===== config.mk =====
export PLATFORM = sky130hd
export DESIGN_NAME = addr_seq_ctrl
export DESIGN_NICKNAME = d
export VERILOG_FILES = /design/src/rtl/addr_seq_ctrl.sv
export SDC_FILE = /design/constraint.sdc
export NUM_CORES = 1
export LEC_CHECK = 0
export ABC_AREA = 1
export CORE_MARGIN = 1.5
export CORE_UTILIZATION = 54
export CTS_BUF_LIST = sky130_fd_sc_hd__clkbuf_4 sky130_fd_sc_hd__clkbuf_8
export DETAILED_ROUTE_END_ITERATION = 8
export PLACE_DENSITY = 0.89
export SETUP_SLACK_MARGIN = 0.4
export SYNTH_ARGS = -nofsm -noshare
export SYNTH_HDL_FRONTEND = slang
export SYNTH_SLANG_ARGS = --single-unit

===== constraint.sdc =====
create_clock -name clk -period 1.8 [get_ports clk]
set_input_delay 0.36 -clock clk [delete_from_list [all_inputs] [get_ports clk]]
set_output_delay 0.36 -clock clk [all_outputs]
set_load 0.005 [all_outputs]

===== src/rtl/addr_seq_ctrl.sv =====
// Address sequencer: sweeps 0..N-1 over a ready/valid handshake, then pulses done_o.
// Optional abort input is compiled in with ADDR_SEQ_ABORT_EN.
module addr_seq_ctrl #(
  parameter int ADDR_WIDTH = 7,
  parameter int DEPTH      = 100
) (
  input  logic                  clk,
  input  logic                  rst_n,
`ifdef ADDR_SEQ_ABORT_EN
  input  logic                  abort_i,
`endif
  input  logic                  start_i,
  input  logic [ADDR_WIDTH-1:0] num_i,
  input  logic                  ready_i,
  output logic                  valid_o,
  output logic [ADDR_WIDTH-1:0] addr_o,
  output logic                  last_o,
  output logic                  busy_o,
  output logic                  done_o
);

  // One extra bit so that a DEPTH of 2^ADDR_WIDTH still fits in the latched length.
  localparam int CW = ADDR_WIDTH + 1;
  localparam logic [CW-1:0] DEPTH_C = CW'(DEPTH);

  typedef enum logic [1:0] {
    IDLE,
    RUN,
    DONE
  } state_t;

  state_t                state_q, state_d;
  logic [ADDR_WIDTH-1:0] cnt_q, cnt_d;
  logic [CW-1:0]         nlat_q, nlat_d;
  logic [CW-1:0]         num_ext;
  logic                  abort_w;
  logic                  last_w;
  logic                  hs_w;

`ifdef ADDR_SEQ_ABORT_EN
  assign abort_w = abort_i;
`else
  assign abort_w = 1'b0;
`endif

  assign num_ext = {1'b0, num_i};
  assign last_w  = (state_q == RUN) && ({1'b0, cnt_q} == (nlat_q - CW'(1)));
  assign hs_w    = (state_q == RUN) && ready_i;

  always_comb begin
    state_d = state_q;
    cnt_d   = cnt_q;
    nlat_d  = nlat_q;
    unique case (state_q)
      IDLE: begin
        if (start_i) begin
          cnt_d   = '0;
          nlat_d  = (num_ext > DEPTH_C) ? DEPTH_C : num_ext;
          state_d = (num_i == '0) ? DONE : RUN;
        end
      end
      RUN: begin
        // Abort wins over a same-cycle handshake; the counter simply stops.
        if (abort_w) begin
          state_d = DONE;
        end else if (hs_w) begin
          if (last_w) begin
            state_d = DONE;
          end else begin
            cnt_d = cnt_q + ADDR_WIDTH'(1);
          end
        end
      end
      DONE: begin
        state_d = IDLE;
        cnt_d   = '0;
      end
      default: begin
        state_d = IDLE;
        cnt_d   = '0;
      end
    endcase
  end

  always_ff @(posedge clk or negedge rst_n) begin
    if (!rst_n) begin
      state_q <= IDLE;
      cnt_q   <= '0;
      nlat_q  <= '0;
    end else begin
      state_q <= state_d;
      cnt_q   <= cnt_d;
      nlat_q  <= nlat_d;
    end
  end

  assign valid_o = (state_q == RUN);
  assign addr_o  = cnt_q;
  assign last_o  = last_w;
  assign busy_o  = (state_q == RUN) || (state_q == DONE);
  assign done_o  = (state_q == DONE);

endmodule


==> metrics.cfg, run 1 <==
[logic_synthesis]
netlist_area_um2=1190
syn_inst=172
syn-num-nets=188
syn_area_per_cell_um2=6.91
synth-seq-cells=16
synth_cell_types=28
yosys_warnings=0
ys_seq_area_share_pct=33.7

[floorplan]
start_util_pct=58.8
pin_count=22
die_w_um=49.9
die_y_um=49.9
rows=16

[placement]
dp.cells=240
hpwl_mm=2.47
place.gp.congestion=0.857
place_ws_ns=-0.329
io_buffers=21

[run_status]
toolErrorMsg=[ERROR DPL-0038] Utilization greater than 100%, impossible to legalize
outcome=did not finish
failing_step=5_1_grt

[timing]
timing.grt.repair.worst_endpoint=last_o
worstEpCategory=primary output

[cts]
clk_path_buf_depth=2
cts_root_buf=clkbuf_4
clock_sinks=16
cts_max_level=1
cts_buffers=3
hold_buffers=0

[global_route]
grt_max_degree=17

==> cell families after synthesis <==
kind of cell	after synthesis	synth area share, %
xor gates and xnor gates	6	4.42
buffers and inverters	26	8.42
and+or+nand+nor	109	43.3
DFF	16	33.7
adders and majority gates	5	5.26
AOI/OAI and AO/OA	10	4.95
==> cells in the mapped netlist <==
master / number / area [µm²]
a21oi_1: 1 / 5.00
a31oi_1: 1 / 6.26
buf_2: 2 / 10.0
clkbuf_1: 1 / 3.75
dfrtp_1: 16 / 400
ha_1: 5 / 62.6
inv_1: 19 / 71.3
inv_2: 4 / 15.0
nand2_1: 57 / 214
nand2_2: 6 / 37.5
nand2_4: 1 / 11.3
nand3_1: 14 / 70.1
nand3_2: 1 / 10.0
nand3_4: 1 / 17.5
nand4_1: 4 / 25.0
nor2_1: 15 / 56.3
nor2_2: 4 / 25.0
nor2_4: 2 / 22.5
nor3_1: 1 / 5.00
nor3b_1: 1 / 7.51
nor4_1: 1 / 6.26
o21ai_0: 5 / 25.0
o21ai_2: 1 / 8.76
o22ai_1: 1 / 6.26
o31ai_1: 1 / 7.51
or2_2: 1 / 6.26
xnor2_1: 2 / 17.5
xor2_1: 4 / 35.0
==> what timing repair did <==
action,CTS
gates resized for setup,60
pin swaps,10
setup buffers,14
endpoints found under the setup margin,23
==> through the flow <==
step / utilization, % / TNS (ns) / instance area, µm² / hold WS (ns)
2_1_floorplan: - / 0 / 1200 / 0.0644
3_3_place_gp: 79.5 / -0.300 / 1610 / 0.492
3_5_place_dp: 79.5 / -0.338 / 1610 / 0.496
4_1_cts: 89.8 / -0.241 / 1820 / 0.383
==> run 2: changes to the inputs <==
==> config.mk (replaced) <==
export PLATFORM = sky130hd
export DESIGN_NAME = addr_seq_ctrl
export DESIGN_NICKNAME = d
export VERILOG_FILES = /design/src/rtl/addr_seq_ctrl.sv
export SDC_FILE = /design/constraint.sdc
export NUM_CORES = 1
export LEC_CHECK = 0
export ABC_AREA = 1
export CORE_AREA = 2 2 63 65
export DETAILED_ROUTE_END_ITERATION = 8
export DIE_AREA = 0 0 65 67
export PLACE_DENSITY_LB_ADDON = 0.15
export SYNTH_ARGS = -nofsm -noshare
export SYNTH_HDL_FRONTEND = slang
export SYNTH_SLANG_ARGS = --single-unit
==> metrics.cfg, run 2 <==
[timing]
setup_slack_ns=-0.198
clock_skew_ns=0.00823
tightest_slew_ns=0.359
min_period_ns=2.00
max_freq_mhz=501
slew_violations=0
rsz0062_at_grt=yes
hold_viol=0
setup_viol=1
slew_headroom_pct=75.8
tns_ns=-0.198
fin_crit_sh_pct=111

[routing]
num_vias=1254
ant_nets=0
drt_wl_total_mm=3.13
avgRoutedWirePerCell_um=11.4
routed_via_density=4.59
first_pass_iters=5
post-route-drc-count=0
drt_iter0_markers=40

[flow_run]
drv_cap=0

[cts]
clock_sinks=16  ; unchanged
cts_buffers=3  ; unchanged
cts_root_buf=clkbuf_8
cts_tree=built
clock_latency_ns=0.25
clkTransAtPathRegs_ns=0.08
clk_path_buf_depth=2  ; unchanged
cts_max_level=1  ; unchanged

[floorplan]
pin_count=22  ; unchanged
start_util_pct=33.0  ; -26 points
core-area_um2=3610
die_y_um=67  ; +34%
die_w_um=65  ; +30%
rows=22  ; +6
dieArea_um2=4360

[placement]
hpwl_mm=2.45  ; -0.90%
place.gp.congestion=0.799  ; -6.8%
io_buffers=21  ; unchanged
dpl_cell_area_um2=1630  ; +1.6%

[power]
leakage_nw=0.917
finalPower_mw=2.53
ir_worst_vdd_v=0.000779
p_per_area_nw_per_um2=1420

[logic_synthesis]
syn_area_per_cell_um2=6.91  ; unchanged
synth-edff-count=0  ; unchanged
synth_top_area_share_pct=33.7  ; unchanged
yosysMostFrequentCell=nand2_1
synth_cell_types=28  ; unchanged
synthTopCellsByCount=57 x nand2_1, 19 x inv_1, 16 x dfrtp_1
netlist_area_um2=1190  ; unchanged
yosys_warnings=0  ; unchanged
syn-num-nets=188  ; unchanged
ys_seq_area_share_pct=33.7  ; unchanged
postSynth.asyncResetShare_pct=100  ; unchanged
synth-seq-cells=16  ; unchanged
synth_area_leaders=dfrtp_1 34%, nand2_1 18%, inv_1 6.0%
syn_inst=172  ; unchanged
synth_top_flop_cell=dfrtp_1
yosysTopAreaCell=dfrtp_1

[setup_path]
end_kind=primary output
startpoint_type=register
cp.arrival_ns=1.64
cp_max_fo=2
cp_data_required_time_ns=1.44
critPathKind=register to primary output

[layout]
layout-drive-gt1-share_pct=28.9
antenna_cells=0
final_area_um2=1790
nets=242
fin_util_pct=49.5
area_growth_syn_to_layout_pct=50.2
mostFrequentLayoutCells=57 x nand2_1, 30 x buf_4, 18 x clkdlybuf4s50_1
nFillCells=382
layout_commonest_cell=nand2_1

[global_route]
grt_pass1_wl_mm=5.31
overflow=0
grt_pass1_vias=1216
antenna_found_initial=0
grt_max_degree=17
grt.total_usage_pct=15.7

[run_status]
outcome=complete, but fails checks
violations=setup timing

[hold_path]
hold_path_class=input port to async pin

-- run 2: layer usage --
| metal | global-route usage [%] | share of wire (%) |
|---|---|---|
| met5 | 0 | 0 |
| met4 | 2.66 | 0.48 |
| met3 | 3.38 | 3.0 |
| met2 | 27.8 | 49 |
| met1 | 19.7 | 47 |
-- run 2: report_power, final --
group          leakage, nW  internal (mW)  switching, mW  total, mW
logic                0.681          0.763          0.854       1.62
registers            0.208          0.474          0.104      0.578
clock network       0.0288          0.194          0.140      0.334
-- run 2: path summary, 6_finish.rpt --
kind	depth (start not counted)	endpoint	slack, ns	startpoint
worst max-delay path	11	last_o	-0.20	nlat_q[1]
worst min-delay path	2	nlat_q[1]	0.43	rst_n
worst max register to register	15	state_q[0]	0.01	nlat_q[1]
worst min register to register	3	nlat_q[5]	0.61	nlat_q[5]
max in group asynchronous	2	state_q[0]	1.17	rst_n
min in group clk	3	nlat_q[5]	0.61	nlat_q[5]
-- run 2: repair_timing --
| item | in CTS | in global routing |
|---|---|---|
| gates cloned | 0 | 0 |
| pin swaps | 7 | 7 |
| endpoints found under the setup margin | 5 | 11 |
| resized for setup | 15 | 7 |
| buffers inserted | 6 | 1 |
| hold buffers | 0 | 0 |
-- run 2: stage by stage --
stage | setup WS, ns | std cells | hold slack [ns]
floorplan | 0.135 | 172 | 0.0644
global placement | -0.327 | 263 | 0.491
detailed placement | -0.384 | 263 | 0.494
CTS | -0.217 | 273 | 0.439
global route | -0.301 | 273 | 0.444
finish | -0.198 | 273 | 0.430
-- run 2: kinds of logic (layout without fill, tap and decap cells) --
logic type	after synthesis	count (layout)	synth area share [%]
AND/OR/NAND/NOR	109	109	43.3
buffers and inverters	26	79	8.42
flip-flops	16	16	33.7
AO/OA/AOI/OAI	10	10	4.95
XOR/XNOR	6	6	4.42
adder cells (fa/ha/maj)	5	5	5.26
-- run 2: critical path, cell delays in order (launching register included) --
cell	delay, ns
dfrtp_1	0.37
inv_2	0.06
ha_4	0.27
inv_2	0.03
nand2_1	0.05
nand2_1	0.07
nor2_2	0.10
nand3_2	0.10
nor2_4	0.12
nand3_4	0.09
inv_2	0.05
buf_6	0.08
-- run 2: final cells by class --
| type | count | area (µm²) | share of cell area, % |
|---|---|---|---|
| Multi-Input combinational cell | 130 | 734 | 41.1 |
| Timing Repair Buffer | 52 | 449 | 25.2 |
| Sequential cell | 16 | 400 | 22.4 |
| Inverter | 23 | 86.3 | 4.84 |
| Tap cell | 48 | 60.1 | 3.36 |
| Clock buffer | 4 | 55.1 | 3.08 |
(Power assumes the default switching activity.)
